**src/rtl/lut_access_arbiter_pkg.sv**
```systemverilog
// Shared types and defaults for the voice-effect LUT access arbiter.
package lut_arb_pkg;

  localparam int unsigned LUT_AW       = 10;
  localparam int unsigned LUT_DW       = 16;
  localparam int unsigned LUT_MAX_WAIT = 8;
  localparam int unsigned WAIT_W       = 8;

  typedef enum logic [1:0] {
    ARB  = 2'd0,
    VRD  = 2'd1,
    VCHK = 2'd2
  } arb_state_e;

endpackage

```
**src/rtl/lut_access_arbiter_if.sv**
```systemverilog
// Requester A (read), requester B (write) and LUT RAM port signals of the arbiter.
interface lut_access_arbiter_if #(
  parameter int unsigned AW = lut_arb_pkg::LUT_AW,
  parameter int unsigned DW = lut_arb_pkg::LUT_DW
);
  logic          rd_req;
  logic [AW-1:0] rd_addr;
  logic          rd_gnt;
  logic          rd_vld;
  logic [DW-1:0] rd_data;
  logic          wr_req;
  logic [AW-1:0] wr_addr;
  logic [DW-1:0] wr_data;
  logic          wr_gnt;
  logic [AW-1:0] ram_addr;
  logic [DW-1:0] ram_wr_data;
  logic          ram_wr_en;
  logic [DW-1:0] ram_rd_data;
  logic          err_clr;
  logic          verify_err;

  // Arbiter side
  modport slave (
    input  rd_req, rd_addr, wr_req, wr_addr, wr_data, ram_rd_data, err_clr,
    output rd_gnt, rd_vld, rd_data, wr_gnt, ram_addr, ram_wr_data, ram_wr_en, verify_err
  );

  // Requester / RAM side
  modport master (
    output rd_req, rd_addr, wr_req, wr_addr, wr_data, ram_rd_data, err_clr,
    input  rd_gnt, rd_vld, rd_data, wr_gnt, ram_addr, ram_wr_data, ram_wr_en, verify_err
  );
endinterface

```
**src/rtl/lut_access_arbiter_starve_cnt.sv**
```systemverilog
// Saturating wait counter for the write requester; force_c asks for a forced write grant.
module lut_starve_cnt
  import lut_arb_pkg::*;
#(
  parameter int unsigned MAX_WAIT = LUT_MAX_WAIT
) (
  input  logic              clk,
  input  logic              rst,
  input  logic              req,
  input  logic              gnt,
  input  logic              hold,
  output logic              force_c,
  output logic [WAIT_W-1:0] cnt_q
);

  logic [WAIT_W-1:0] cnt_d;

  // Count while the writer waits, clear when it is served or goes idle
  always_comb begin
    cnt_d = cnt_q;
    if (!req || gnt) begin
      cnt_d = '0;
    end else if (!hold && (cnt_q != WAIT_W'(MAX_WAIT))) begin
      cnt_d = cnt_q + WAIT_W'(1);
    end
  end

  // Counter register
  always_ff @(posedge clk) begin
    if (rst) cnt_q <= '0;
    else     cnt_q <= cnt_d;
  end

  assign force_c = (cnt_q == WAIT_W'(MAX_WAIT));

endmodule

```
**src/rtl/lut_access_arbiter.sv**
```systemverilog
// Single-port LUT RAM arbiter: fixed-priority reader, starvation-guarded writer.
// Optional write-verify read-back enabled by defining LUT_WR_VERIFY_EN.
// AW/DW must match the widths of the connected interface instance.
module lut_access_arbiter
  import lut_arb_pkg::*;
#(
  parameter int unsigned AW       = LUT_AW,
  parameter int unsigned DW       = LUT_DW,
  parameter int unsigned MAX_WAIT = LUT_MAX_WAIT
) (
  input logic                  clk,
  input logic                  rst,
  lut_access_arbiter_if.slave  bus
);

  arb_state_e        state_q, state_d;
  logic              rd_gnt_c, wr_gnt_c, force_c, hold_c;
  logic              rd_vld_q, rd_vld_d;
  logic              verify_err_q, verify_err_d;
  logic [AW-1:0]     ram_addr_c;
  logic [DW-1:0]     ram_wr_data_c;
  logic [WAIT_W-1:0] wait_cnt;

`ifdef LUT_WR_VERIFY_EN
  logic [AW-1:0] lat_addr_q, lat_addr_d;
  logic [DW-1:0] lat_data_q, lat_data_d;
  logic          mismatch_c;
`else
  logic          unused_err_clr;
  assign unused_err_clr = bus.err_clr;
`endif

  lut_starve_cnt #(.MAX_WAIT(MAX_WAIT)) u_cnt (
    .clk     (clk),
    .rst     (rst),
    .req     (bus.wr_req),
    .gnt     (wr_gnt_c),
    .hold    (hold_c),
    .force_c (force_c),
    .cnt_q   (wait_cnt)
  );

  // Grant mux, RAM address select, FSM next state and verify flag
  always_comb begin
    state_d       = state_q;
    rd_gnt_c      = 1'b0;
    wr_gnt_c      = 1'b0;
    hold_c        = 1'b0;
    ram_wr_data_c = bus.wr_data;
    verify_err_d  = verify_err_q;
`ifdef LUT_WR_VERIFY_EN
    lat_addr_d    = lat_addr_q;
    lat_data_d    = lat_data_q;
    mismatch_c    = 1'b0;
`endif

    if (!rst && (state_q != VRD)) begin
      if (bus.wr_req && (!bus.rd_req || force_c)) wr_gnt_c = 1'b1;
      else if (bus.rd_req)                        rd_gnt_c = 1'b1;
    end
    ram_addr_c = wr_gnt_c ? bus.wr_addr : bus.rd_addr;

`ifdef LUT_WR_VERIFY_EN
    case (state_q)
      ARB:  if (wr_gnt_c) state_d = VRD;
      VRD: begin
        hold_c     = 1'b1;
        ram_addr_c = lat_addr_q;
        state_d    = VCHK;
      end
      VCHK: begin
        mismatch_c = (bus.ram_rd_data != lat_data_q);
        state_d    = wr_gnt_c ? VRD : ARB;
      end
      default: state_d = ARB;
    endcase
    if (wr_gnt_c) begin
      lat_addr_d = bus.wr_addr;
      lat_data_d = bus.wr_data;
    end
    // A new mismatch overrides a simultaneous clear
    if (mismatch_c)       verify_err_d = 1'b1;
    else if (bus.err_clr) verify_err_d = 1'b0;
`else
    state_d      = ARB;
    verify_err_d = 1'b0;
`endif

    rd_vld_d = rd_gnt_c;
  end

  // State, read-valid and error flag registers
  always_ff @(posedge clk) begin
    if (rst) begin
      state_q      <= ARB;
      rd_vld_q     <= 1'b0;
      verify_err_q <= 1'b0;
    end else begin
      state_q      <= state_d;
      rd_vld_q     <= rd_vld_d;
      verify_err_q <= verify_err_d;
    end
  end

`ifdef LUT_WR_VERIFY_EN
  // Latched write address/data for the read-back compare
  always_ff @(posedge clk) begin
    lat_addr_q <= lat_addr_d;
    lat_data_q <= lat_data_d;
  end
`endif

  assign bus.rd_gnt      = rd_gnt_c;
  assign bus.wr_gnt      = wr_gnt_c;
  assign bus.rd_vld      = rd_vld_q;
  assign bus.rd_data     = bus.ram_rd_data;
  assign bus.ram_addr    = ram_addr_c;
  assign bus.ram_wr_data = ram_wr_data_c;
  assign bus.ram_wr_en   = wr_gnt_c;
  assign bus.verify_err  = verify_err_q;

endmodule

```
**src/flat_wrapper.sv**
```systemverilog
// flat-port wrapper written by rule: the top's interface ports become plain ports
module lut_access_arbiter_flat import lut_arb_pkg::*;
#(
  parameter int unsigned AW       = LUT_AW,
  parameter int unsigned DW       = LUT_DW,
  parameter int unsigned MAX_WAIT = LUT_MAX_WAIT
)
  (clk, rst, bus_rd_req, bus_rd_addr, bus_wr_req, bus_wr_addr, bus_wr_data, bus_ram_rd_data, bus_err_clr, bus_rd_gnt, bus_rd_vld, bus_rd_data, bus_wr_gnt, bus_ram_addr, bus_ram_wr_data, bus_ram_wr_en, bus_verify_err);
  lut_access_arbiter_if #(.AW(AW), .DW(DW)) bus_i ();
  input logic clk;
  input logic rst;
  input wire logic [$bits(bus_i.rd_req)-1:0] bus_rd_req;
  input wire logic [$bits(bus_i.rd_addr)-1:0] bus_rd_addr;
  input wire logic [$bits(bus_i.wr_req)-1:0] bus_wr_req;
  input wire logic [$bits(bus_i.wr_addr)-1:0] bus_wr_addr;
  input wire logic [$bits(bus_i.wr_data)-1:0] bus_wr_data;
  input wire logic [$bits(bus_i.ram_rd_data)-1:0] bus_ram_rd_data;
  input wire logic [$bits(bus_i.err_clr)-1:0] bus_err_clr;
  output wire logic [$bits(bus_i.rd_gnt)-1:0] bus_rd_gnt;
  output wire logic [$bits(bus_i.rd_vld)-1:0] bus_rd_vld;
  output wire logic [$bits(bus_i.rd_data)-1:0] bus_rd_data;
  output wire logic [$bits(bus_i.wr_gnt)-1:0] bus_wr_gnt;
  output wire logic [$bits(bus_i.ram_addr)-1:0] bus_ram_addr;
  output wire logic [$bits(bus_i.ram_wr_data)-1:0] bus_ram_wr_data;
  output wire logic [$bits(bus_i.ram_wr_en)-1:0] bus_ram_wr_en;
  output wire logic [$bits(bus_i.verify_err)-1:0] bus_verify_err;
  assign bus_i.rd_req = bus_rd_req;
  assign bus_i.rd_addr = bus_rd_addr;
  assign bus_i.wr_req = bus_wr_req;
  assign bus_i.wr_addr = bus_wr_addr;
  assign bus_i.wr_data = bus_wr_data;
  assign bus_i.ram_rd_data = bus_ram_rd_data;
  assign bus_i.err_clr = bus_err_clr;
  assign bus_rd_gnt = bus_i.rd_gnt;
  assign bus_rd_vld = bus_i.rd_vld;
  assign bus_rd_data = bus_i.rd_data;
  assign bus_wr_gnt = bus_i.wr_gnt;
  assign bus_ram_addr = bus_i.ram_addr;
  assign bus_ram_wr_data = bus_i.ram_wr_data;
  assign bus_ram_wr_en = bus_i.ram_wr_en;
  assign bus_verify_err = bus_i.verify_err;
  lut_access_arbiter #(.AW(AW), .DW(DW), .MAX_WAIT(MAX_WAIT)) u_core (.clk(clk), .rst(rst), .bus(bus_i));
endmodule
```
**config.mk**
```make
export PLATFORM = sky130hd
export DESIGN_NAME = lut_access_arbiter_flat
export DESIGN_NICKNAME = d
export VERILOG_FILES = /design/src/rtl/lut_access_arbiter_pkg.sv /design/src/rtl/lut_access_arbiter_if.sv /design/src/rtl/lut_access_arbiter_starve_cnt.sv /design/src/rtl/lut_access_arbiter.sv /design/src/flat_wrapper.sv
export SDC_FILE = /design/constraint.sdc
export NUM_CORES = 1
export LEC_CHECK = 0
export CAP_MARGIN = 20
export CORE_MARGIN = 1
export CORE_UTILIZATION = 28
export CTS_BUF_LIST = sky130_fd_sc_hd__clkbuf_2 sky130_fd_sc_hd__clkbuf_4 sky130_fd_sc_hd__clkbuf_8
export DETAILED_ROUTE_END_ITERATION = 6
export MAX_ROUTING_LAYER = met4
export PLACE_DENSITY = 0.92
export REMOVE_ABC_BUFFERS = 1
export SYNTH_ARGS = -nofsm -noshare
export SYNTH_HDL_FRONTEND = slang
export SYNTH_HIERARCHICAL = 1
export SYNTH_SLANG_ARGS = --single-unit
```
**constraint.sdc**
```tcl
create_clock -name clk -period 2.7 [get_ports clk]
set_input_delay 0.54 -clock clk [delete_from_list [all_inputs] [get_ports clk]]
set_output_delay 0.54 -clock clk [all_outputs]
set_load 0.02 [all_outputs]
```
Word-level counts from Yosys, hierarchy flattened
Cells that the tools add are included.
{ "totals": {"mem_bits_rw": 0, "latchBits": 0, "inputBits": 57, "n_memories": 0, "output_inout_bits": 47, "elab_cells": 17, "rom_bits": 0, "ff_bits": 9} }
{ "classes": {"magnitude_cmp": 0, "mux": 6, "n_reduce_logical": 6, "n_eq_ne": 2, "div_mod_pow": 0, "n_bitwise": 0, "addsub": 1, "n_mul": 0, "shifts": 0} }
{ "op_table": {"columns": ["op", "count"], "rows": [
  ["10-bit two-way mux", 1],
  ["8-bit by 1-bit adder with 8-bit output (second input constant)", 1],
  ["8-bit by 4-bit equality test with 1-bit output (second input constant)", 1],
  ["8-bit by 4-bit inequality test with 1-bit output (second input constant)", 1],
  ["1-bit two-way mux", 5],
  ["1-bit zero test", 2],
  ["1-bit logical OR", 2],
  ["2-bit OR reduction", 1],
  ["1-bit logical AND", 1]
]} }

Depth between registers and ports, before layout
Gate-level depths: netlist of the first run.
{ "logic_depth": {"depth_word": 7, "ltp_mapped": 10, "mapped_depth_nobuf": 9} }

By module
The synthesis of the first run kept the hierarchy.
{ "by_module_without_submodules": {"columns": ["mod", "instances", "seq_area_each_um2", "area_each_um2", "cells_per_inst"], "rows": [
  ["lut_access_arbiter", 1, 20.0, 475.5, 53],
  ["lut_starve_cnt", 1, 160.2, 421.7, 49]
]} }

Least setup slack after synthesis of the first run
OpenSTA, ideal clock, no wires.
{ "synth_path": {"path_type": "reg2out", "from": "register u_core.u_cnt.cnt_q[0]", "to": "output port bus_wr_gnt", "path_slack_ps": 420, "path_stages_with_launch": 9, "arrival_ps": 1740, "n_path_buf": 2, "required_ps": 2160, "cell_sequence": "dfxtp_1 inv_1 ha_1 nor4b_1 and3_2 o211ai_2 buf_6 inv_1 buf_4"} }
{ "synth_via": {"elab_chain_cells": 5} }
{ "synth_lines": {"columns": ["item", "line_no", "text"], "rows": [
  ["from (decl)", "lut_access_arbiter_starve_cnt.sv:13", "output logic [WAIT_W-1:0] cnt_q"],
  ["from (signal assigned)", "lut_access_arbiter_starve_cnt.sv:31", "else cnt_q <= cnt_d;"],
  ["8-bit by 4-bit equality test with 1-bit output", "lut_access_arbiter_starve_cnt.sv:34", "assign force_c = (cnt_q == WAIT_W'(MAX_WAIT));"],
  ["via u_core.force_c", "lut_access_arbiter.sv:17", "logic rd_gnt_c, wr_gnt_c, force_c, hold_c;"],
  ["1-bit logical OR", "lut_access_arbiter.sv:58", "if (bus.wr_req && (!bus.rd_req || force_c)) wr_gnt_c = 1'b1;"],
  ["1-bit logical AND", "lut_access_arbiter.sv:58", null],
  ["1-bit two-way mux", "lut_access_arbiter.sv:58", null],
  ["1-bit two-way mux", "lut_access_arbiter.sv:57", "if (!rst && (state_q != VRD)) begin"],
  ["to (decl)", "flat_wrapper.sv:22", "output wire logic [$bits(bus_i.wr_gnt)-1:0] bus_wr_gnt;"]
]} }
The timed path passes the listed nets, and every way through them passes these cells.

Worst setup path in the final report of the first run
{ "layout_path": {"from": "register u_core.u_cnt.cnt_q[0]", "to": "output port bus_ram_addr[5]"} }
{ "layout_via": {"elab_chain_cells": 6} }
{ "layout_lines": {"columns": ["item", "line_no", "text"], "rows": [
  ["8-bit by 4-bit equality test with 1-bit output", "lut_access_arbiter_starve_cnt.sv:34", null],
  ["via u_core.force_c", "lut_access_arbiter.sv:17", null],
  ["1-bit logical OR", "lut_access_arbiter.sv:58", null],
  ["1-bit logical AND", "lut_access_arbiter.sv:58", null],
  ["1-bit two-way mux", "lut_access_arbiter.sv:58", null],
  ["1-bit two-way mux", "lut_access_arbiter.sv:57", null],
  ["10-bit two-way mux", "lut_access_arbiter.sv:61", "ram_addr_c = wr_gnt_c ? bus.wr_addr : bus.rd_addr;"],
  ["to (decl)", "flat_wrapper.sv:23", "output wire logic [$bits(bus_i.ram_addr)-1:0] bus_ram_addr;"]
]} }
The timed path passes the listed nets, and every way through them passes these cells.

==> results.py, run 1 <==
metrics = {
    "worst_setup_path": {
        "worstPathArrival_ns": 2.13,
        "r2r_start": "u_core/u_cnt/cnt_q[0]",
        "path_max_fanout": 6,
        "critical_path_class": "reg -> out",
        "path_cells": "inv_2 > ha_2 > nor4b_4 > and3_4 > o211ai_4 > buf_12 > buf_4 > mux2_4 > buf_4",
        "cp_common_cell": "buf_4",
        "critPathCaptureType": "primary output",
        "start_kind": "flop",
        "required_ns": 2.16,
        "critPathBufInv": 4,
        "max_stage_delay_ns": 0.32,
        "critPathSlowestCell": "dfxtp_2",
        "cp_top_family": "buffers and inverters",
        "crit_start": "u_core/u_cnt/cnt_q[0]",
    },
    "floorplanning": {
        "fp.dieW_um": 58.61,
        "num_rows": 20,
        "start_util_pct": 29.39,
        "core-area_sq_um": 3053,
        "die_h_um": 58.61,
        "dieArea_sq_um": 3435,
        "io-pin-count": 104,
    },
    "synth": {
        "syn_inst": 102,
        "yosys-top-cells-area": "buf_4 28%, dfxtp_1 20%, mux2_4 15%, nand2_1 2.9%, a21oi_1 2.8%",
        "syn_avg_cell_area_sq_um": 8.795,
        "synth_edf_count": 0,
        "yosysWarnings": 6,
        "yosysTopAreaCellShare_pct": 28.45,
        "ys_ff_latch": 9,
        "yosysMostFrequentCell": "buf_4",
        "synth_seq_area_share_pct": 20.08,
        "yosys-top-cells-count": "34 x buf_4, 9 x dfxtp_1, 9 x mux2_4",
        "dominantRegCellSynth": "dfxtp_1",
        "yosys.area.top_type": "buf_4",
        "async_flop_share_pct": 0,
        "synth_cell_types": 31,
        "netlist_area_sq_um": 897.1,
    },
    "global_route": {
        "track_usage_pct": 17.84,
        "grt_pass1_wl_mm": 4.153,
        "grt_antenna_before_repair": 0,
        "grt_pass1_vias": 712,
        "grt_max_degree": 12,
        "overflow": 0,
    },
    "timing": {
        "hold_violations": 0,
        "skew_ns": 0.006508,
        "setup_slack_ns": 0.03101,
        "max_freq_mhz": 374.7,
        "finalSetupViolCount": 0,
        "finalWorstPathRequiredPeriod_ns": 2.669,
        "fin_crit_sh_pct": 98.85,
        "final-max-slew-violation-count": 0,
    },
    "min_path": {
        "min_from": "u_core/u_cnt/cnt_q[7]",
        "min_path_type": "reg -> reg",
    },
    "clock_tree": {
        "cts_hold_buf": 0,
        "clockRootBuffer": "clkbuf_4",
        "htreeDepth": 1,
        "cts_inserted_buffers": 3,
        "cts_sinks": 9,
        "clk_path_buf_depth": 2,
        "cts_tree": "yes",
        "clkTransAtPathRegs_ns": 0.06,
        "clock_latency_ns": 0.26,
    },
    "placement": {
        "place_ws_ns": -0.1376,
        "finalWeightedCongestion": 0.8134,
        "hpwl_mm": 2.368,
        "place_area_sq_um": 1166,
        "io_buffers": 37,
    },
    "final_layout": {
        "design_area_sq_um": 1216,
        "drive_gt1_share_pct": 36.22,
        "antenna_cells": 0,
        "nFillCells": 312,
        "multi_input_area_sq_um": 480.5,
        "seq_area_sq_um": 181.4,
        "nets": 187,
        "fin_util_pct": 39.84,
        "syn_to_final_growth_pct": 35.57,
    },
    "outcome": {
        "outcome": "finished, final reports clean",
    },
    "drt": {
        "wl_per_cell_um": 18.04,
        "drtIter0Drc": 35,
        "drc": 0,
        "firstDrtPassIters": 4,
        "detail_route.vias_per_cell": 4.515,
        "via_count": 772,
        "antenna_left": 0,
        "wirelength_mm": 3.085,
    },
    "pwr": {
        "totalPowerFinal_mw": 0.3714,
        "irDropWorstVdd_v": 0.0001144,
        "p_leak_nw": 0.5471,
        "p_per_area_nw_per_um2": 305.4,
    },
    "flow_run": {
        "drv_cap": 0,
    },
}
## final timing paths
kind	cells past startpoint	to	slack, ns
min reg2reg	2	u_core/u_cnt/cnt_q[7]	0.50
max reg2reg	10	u_core/u_cnt/cnt_q[1]	0.52
max	9	bus_ram_addr[5]	0.03
min	2	u_core/u_cnt/cnt_q[7]	0.50
## registers in the layout, summed over array words and instances, names as in the netlist
name / flops
u_core/bus.rd_vld: 1
u_core/u_cnt/cnt_q: 8
## worst reg2reg max path, stage by stage (launching register included)
cell	delay (ns)
dfxtp_2	0.33
inv_2	0.04
ha_2	0.18
nor4b_4	0.13
and3_4	0.20
o211ai_4	0.25
clkbuf_16	0.20
inv_1	0.06
nor3b_1	0.43
nand2_1	0.13
mux2i_1	0.16
## stage by stage
stage | std cells | hold WS, ns | setup TNS (ns)
2_1_floorplan | 73 | 0.4523 | 0
6_report | 171 | 0.5021 | 0
5_1_grt | 171 | 0.5494 | -0.04790
3_5_place_dp | 164 | 0.4913 | -1.077
4_1_cts | 168 | 0.4985 | -0.03516
3_3_place_gp | 164 | 0.4731 | -1.054
## cell type report
class	instances	share of cell area [%]
multi-input combinational	58	39.51
timing repair buffer	50	36.73
sequential	9	14.92
tap	44	4.527
clock buffer	4	2.469
inverter	6	1.852
## cell families after synthesis
group           count (synthesis)  synth area share (%)
compound gates                 14                 10.46
fa+ha+maj                       2                 2.789
buf+inv                        42                 32.63
other cells                     1                0.4180
flops                           9                 20.08
mux                            12                 18.55
xor+xnor                        1                0.9765
simple gates                   21                 14.09
## timing repair
item | CTS | global route
setup buffers | 0 | 2
pin swaps | 0 | 2
resized for setup | 40 | 11
gates cloned | 0 | 1
endpoints found under the setup margin | 13 | 4
hold endpoints to repair | 0 | 0
## report_power, final
group | internal (mW) | switching, mW
clock | 0.0671 | 0.0478
combinational | 0.0725 | 0.0487
sequential | 0.135 | 0.000688
total | 0.274 | 0.0972
## cell usage in the layout, fill, tap and decap left out, types with 2 or more instances in the layout
cell              n
inv_1             4
inv_2             2
or4_1             2
mux2i_1           2
buf_4            12
nand2_1           7
o31ai_1           2
mux2_4            9
conb_1            8
a21oi_1           5
dlygate4sd2_1     3
dfxtp_1           8
or3_1             2
clkbuf_4          4
o21ai_0           2
clkdlybuf4s50_1  24
a211oi_1          2
nor2_1            2
buf_2             9
## metal layers
metal | up-vias | share of wire [%] | GRT usage, %
met3 | 4 | 18 | 16.04
met5 | - | 0 | -
met4 | 0 | 0.71 | 6.122
met1 | 363 | 39 | 21.20
met2 | 46 | 42 | 20.69
li1 | 359 | - | -
Note: power is estimated with default switching activity, not from simulation.
==> run 2: changes to the inputs <==
Settings changed: CORE_UTILIZATION 28 to 27, CTS_BUF_LIST sky130_fd_sc_hd__clkbuf_2 sky130_fd_sc_hd__clkbuf_4 sky130_fd_sc_hd__clkbuf_8 to sky130_fd_sc_hd__clkbuf_16, PLACE_DENSITY 0.92 to 0.9.
==> results.py, run 2 (synthesized netlist as in run 1, its figures left out) <==
metrics = {
    "drt": {
        "wl_met1_mm": 1.187,
        "met2WireLength_mm": 1.355,
        "wl_per_cell_um": 18.35,
        "firstDrtPassIters": 4,
        "detail_route.vias_per_cell": 4.635,
        "antenna_left": 0,
        "drc": 0,
        "drtIter0Drc": 68,
        "via_count": 774,
        "wl_met3_um": 510,
        "highest_layer": "met4",
        "wirelength_mm": 3.065,
    },
    "timing": {
        "final-max-slew-violation-count": 0,
        "max_freq_mhz": 383.5,
        "skew_ns": 0.002222,
        "finalWorstPathRequiredPeriod_ns": 2.608,
        "rsz0062_at_grt": "no",
        "fin_crit_sh_pct": 96.59,
        "finalSetupViolCount": 0,
        "hold_violations": 0,
    },
    "flow_run": {
        "drv_cap": 0,
    },
    "final_layout": {
        "syn_to_final_growth_pct": 32.91,
        "drive_gt1_share_pct": 31.71,
        "top_register": "u_core/u_cnt/cnt_q",
        "fin_cells": 167,
        "nets": 183,
        "nFillCells": 324,
        "final_common_cell": "clkdlybuf4s50_1",
        "antenna_cells": 0,
        "mostFrequentLayoutCells": "25 x clkdlybuf4s50_1, 9 x mux2_4, 9 x dfxtp_1",
        "largest_register_ffs": 8,
    },
    "global_route": {
        "grt_max_degree": 12,
        "grt_antenna_before_repair": 0,
        "overflow": 0,
        "track_usage_pct": 16.86,
        "grt_pass1_vias": 713,
        "grt_pass1_wl_mm": 3.988,
    },
    "floorplanning": {
        "dieArea_sq_um": 3557,
        "start_util_pct": 28.91,
        "core-area_sq_um": 3103,
        "fp.dieW_um": 59.64,
        "die_h_um": 59.64,
        "num_rows": 20,
        "io-pin-count": 104,
    },
    "clock_tree": {
        "post_cts_buffers": 0,
        "cts_sinks": 9,
        "cts_hold_buf": 0,
        "cts_resized": 25,
        "clkTransAtPathRegs_ns": 0.04,
        "clock_latency_ns": 0.23,
        "cts_tree": "yes",
        "clk_path_buf_depth": 2,
        "htreeDepth": 1,
        "clockRootBuffer": "clkbuf_16",
        "cts_inserted_buffers": 3,
    },
    "placement": {
        "io_buffers": 37,
        "finalWeightedCongestion": 0.7954,
        "hpwl_mm": 2.423,
        "dp_cells": 163,
    },
    "worst_setup_path": {
        "critPathCaptureType": "primary output",
        "start_kind": "flop",
        "critical_path_class": "reg -> out",
        "required_ns": 2.16,
        "worstPathArrival_ns": 2.07,
        "path_max_fanout": 3,
    },
    "pwr": {
        "p_sw_share_pct": 21.72,
        "p_per_area_nw_per_um2": 425.9,
        "sequentialPowerShare_pct": 26.8,
        "combPwrFrac_pct": 22.2,
        "irDropWorstVdd_v": 0.0001453,
        "clockPowerShare_pct": 51.0,
        "p_int_mw": 0.3975,
        "p_leak_nw": 0.5313,
        "totalPowerFinal_mw": 0.5078,
        "p_switching_mw": 0.1103,
    },
    "outcome": {
        "outcome": "finished, final reports clean",
    },
    "min_path": {
        "min_path_type": "reg -> reg",
    },
}
-- run 2: cell types whose count changed in the layout (fill, tap and decap cells not counted), moves of 2 or more --
cell       delta
clkbuf_4      -4
buf_4         -4
clkbuf_2      +8
buf_2         -7
clkbuf_16     +2
-- run 2: power groups by stage --
stage,Combinational (mW),Sequential [mW],Clock (mW)
3_5_place_dp,0.124,0.138,0
5_1_grt,0.121,0.136,0.272
6_report,0.113,0.136,0.259
4_1_cts,0.119,0.136,0.263
2_1_floorplan,0.0504,0.140,0
3_3_place_gp,0.122,0.138,0
-- run 2: area by class of cell --
cell class / count / area (sq um) / share of cell area, %
Tap cell: 44 / 55.05 / 4.617
Clock buffer: 3 / 75.07 / 6.296
Timing Repair Buffer: 46 / 397.9 / 33.37
Clock inverter: 1 / 5.005 / 0.4197
Multi-Input combinational cell: 58 / 456.7 / 38.30
Inverter: 6 / 22.52 / 1.889
Sequential cell: 9 / 180.2 / 15.11
-- run 2: metal layers --
| metal | global-route usage [%] | up-vias |
|---|---|---|
| met5 | - | - |
| met4 | 4.983 | 0 |
| met3 | 16.38 | 2 |
| met2 | 21.11 | 46 |
| met1 | 18.32 | 378 |
| li1 | - | 348 |
-- run 2: through the flow --
stage / cell area [sq um] / setup slack [ns] / hold slack, ns / util (%) / TNS (ns)
final: 1192 / 0.09215 / 0.4929 / 38.43 / 0
after global routing: 1192 / 0.03124 / 0.5476 / 38.43 / 0
after CTS: 1245 / -0.02129 / 0.4892 / 40.12 / -0.02129
after detailed placement: 1159 / -0.1337 / 0.4837 / 37.34 / -1.109
after global placement: 1159 / -0.1251 / 0.4744 / 37.34 / -1.032
after floorplan: 653.1 / 0.06233 / 0.4523 / - / 0
-- run 2: final timing paths --
path,start,end,slack [ns],cells after the start
setup / recovery,u_core/u_cnt/cnt_q[0],bus_rd_gnt,0.09,6
hold / removal,u_core/u_cnt/cnt_q[7],u_core/u_cnt/cnt_q[7],0.49,2
hold reg to reg,u_core/u_cnt/cnt_q[7],u_core/u_cnt/cnt_q[7],0.49,2
setup reg to reg,u_core/u_cnt/cnt_q[0],u_core/u_cnt/cnt_q[5],0.50,9
-- run 2: critical path: stages (launching register included) --
cell             delay [ns]
dfxtp_1                0.32
inv_1                  0.06
ha_1                   0.20
nor4b_2                0.16
and3_2                 0.22
a211oi_1               0.23
clkdlybuf4s50_1        0.63
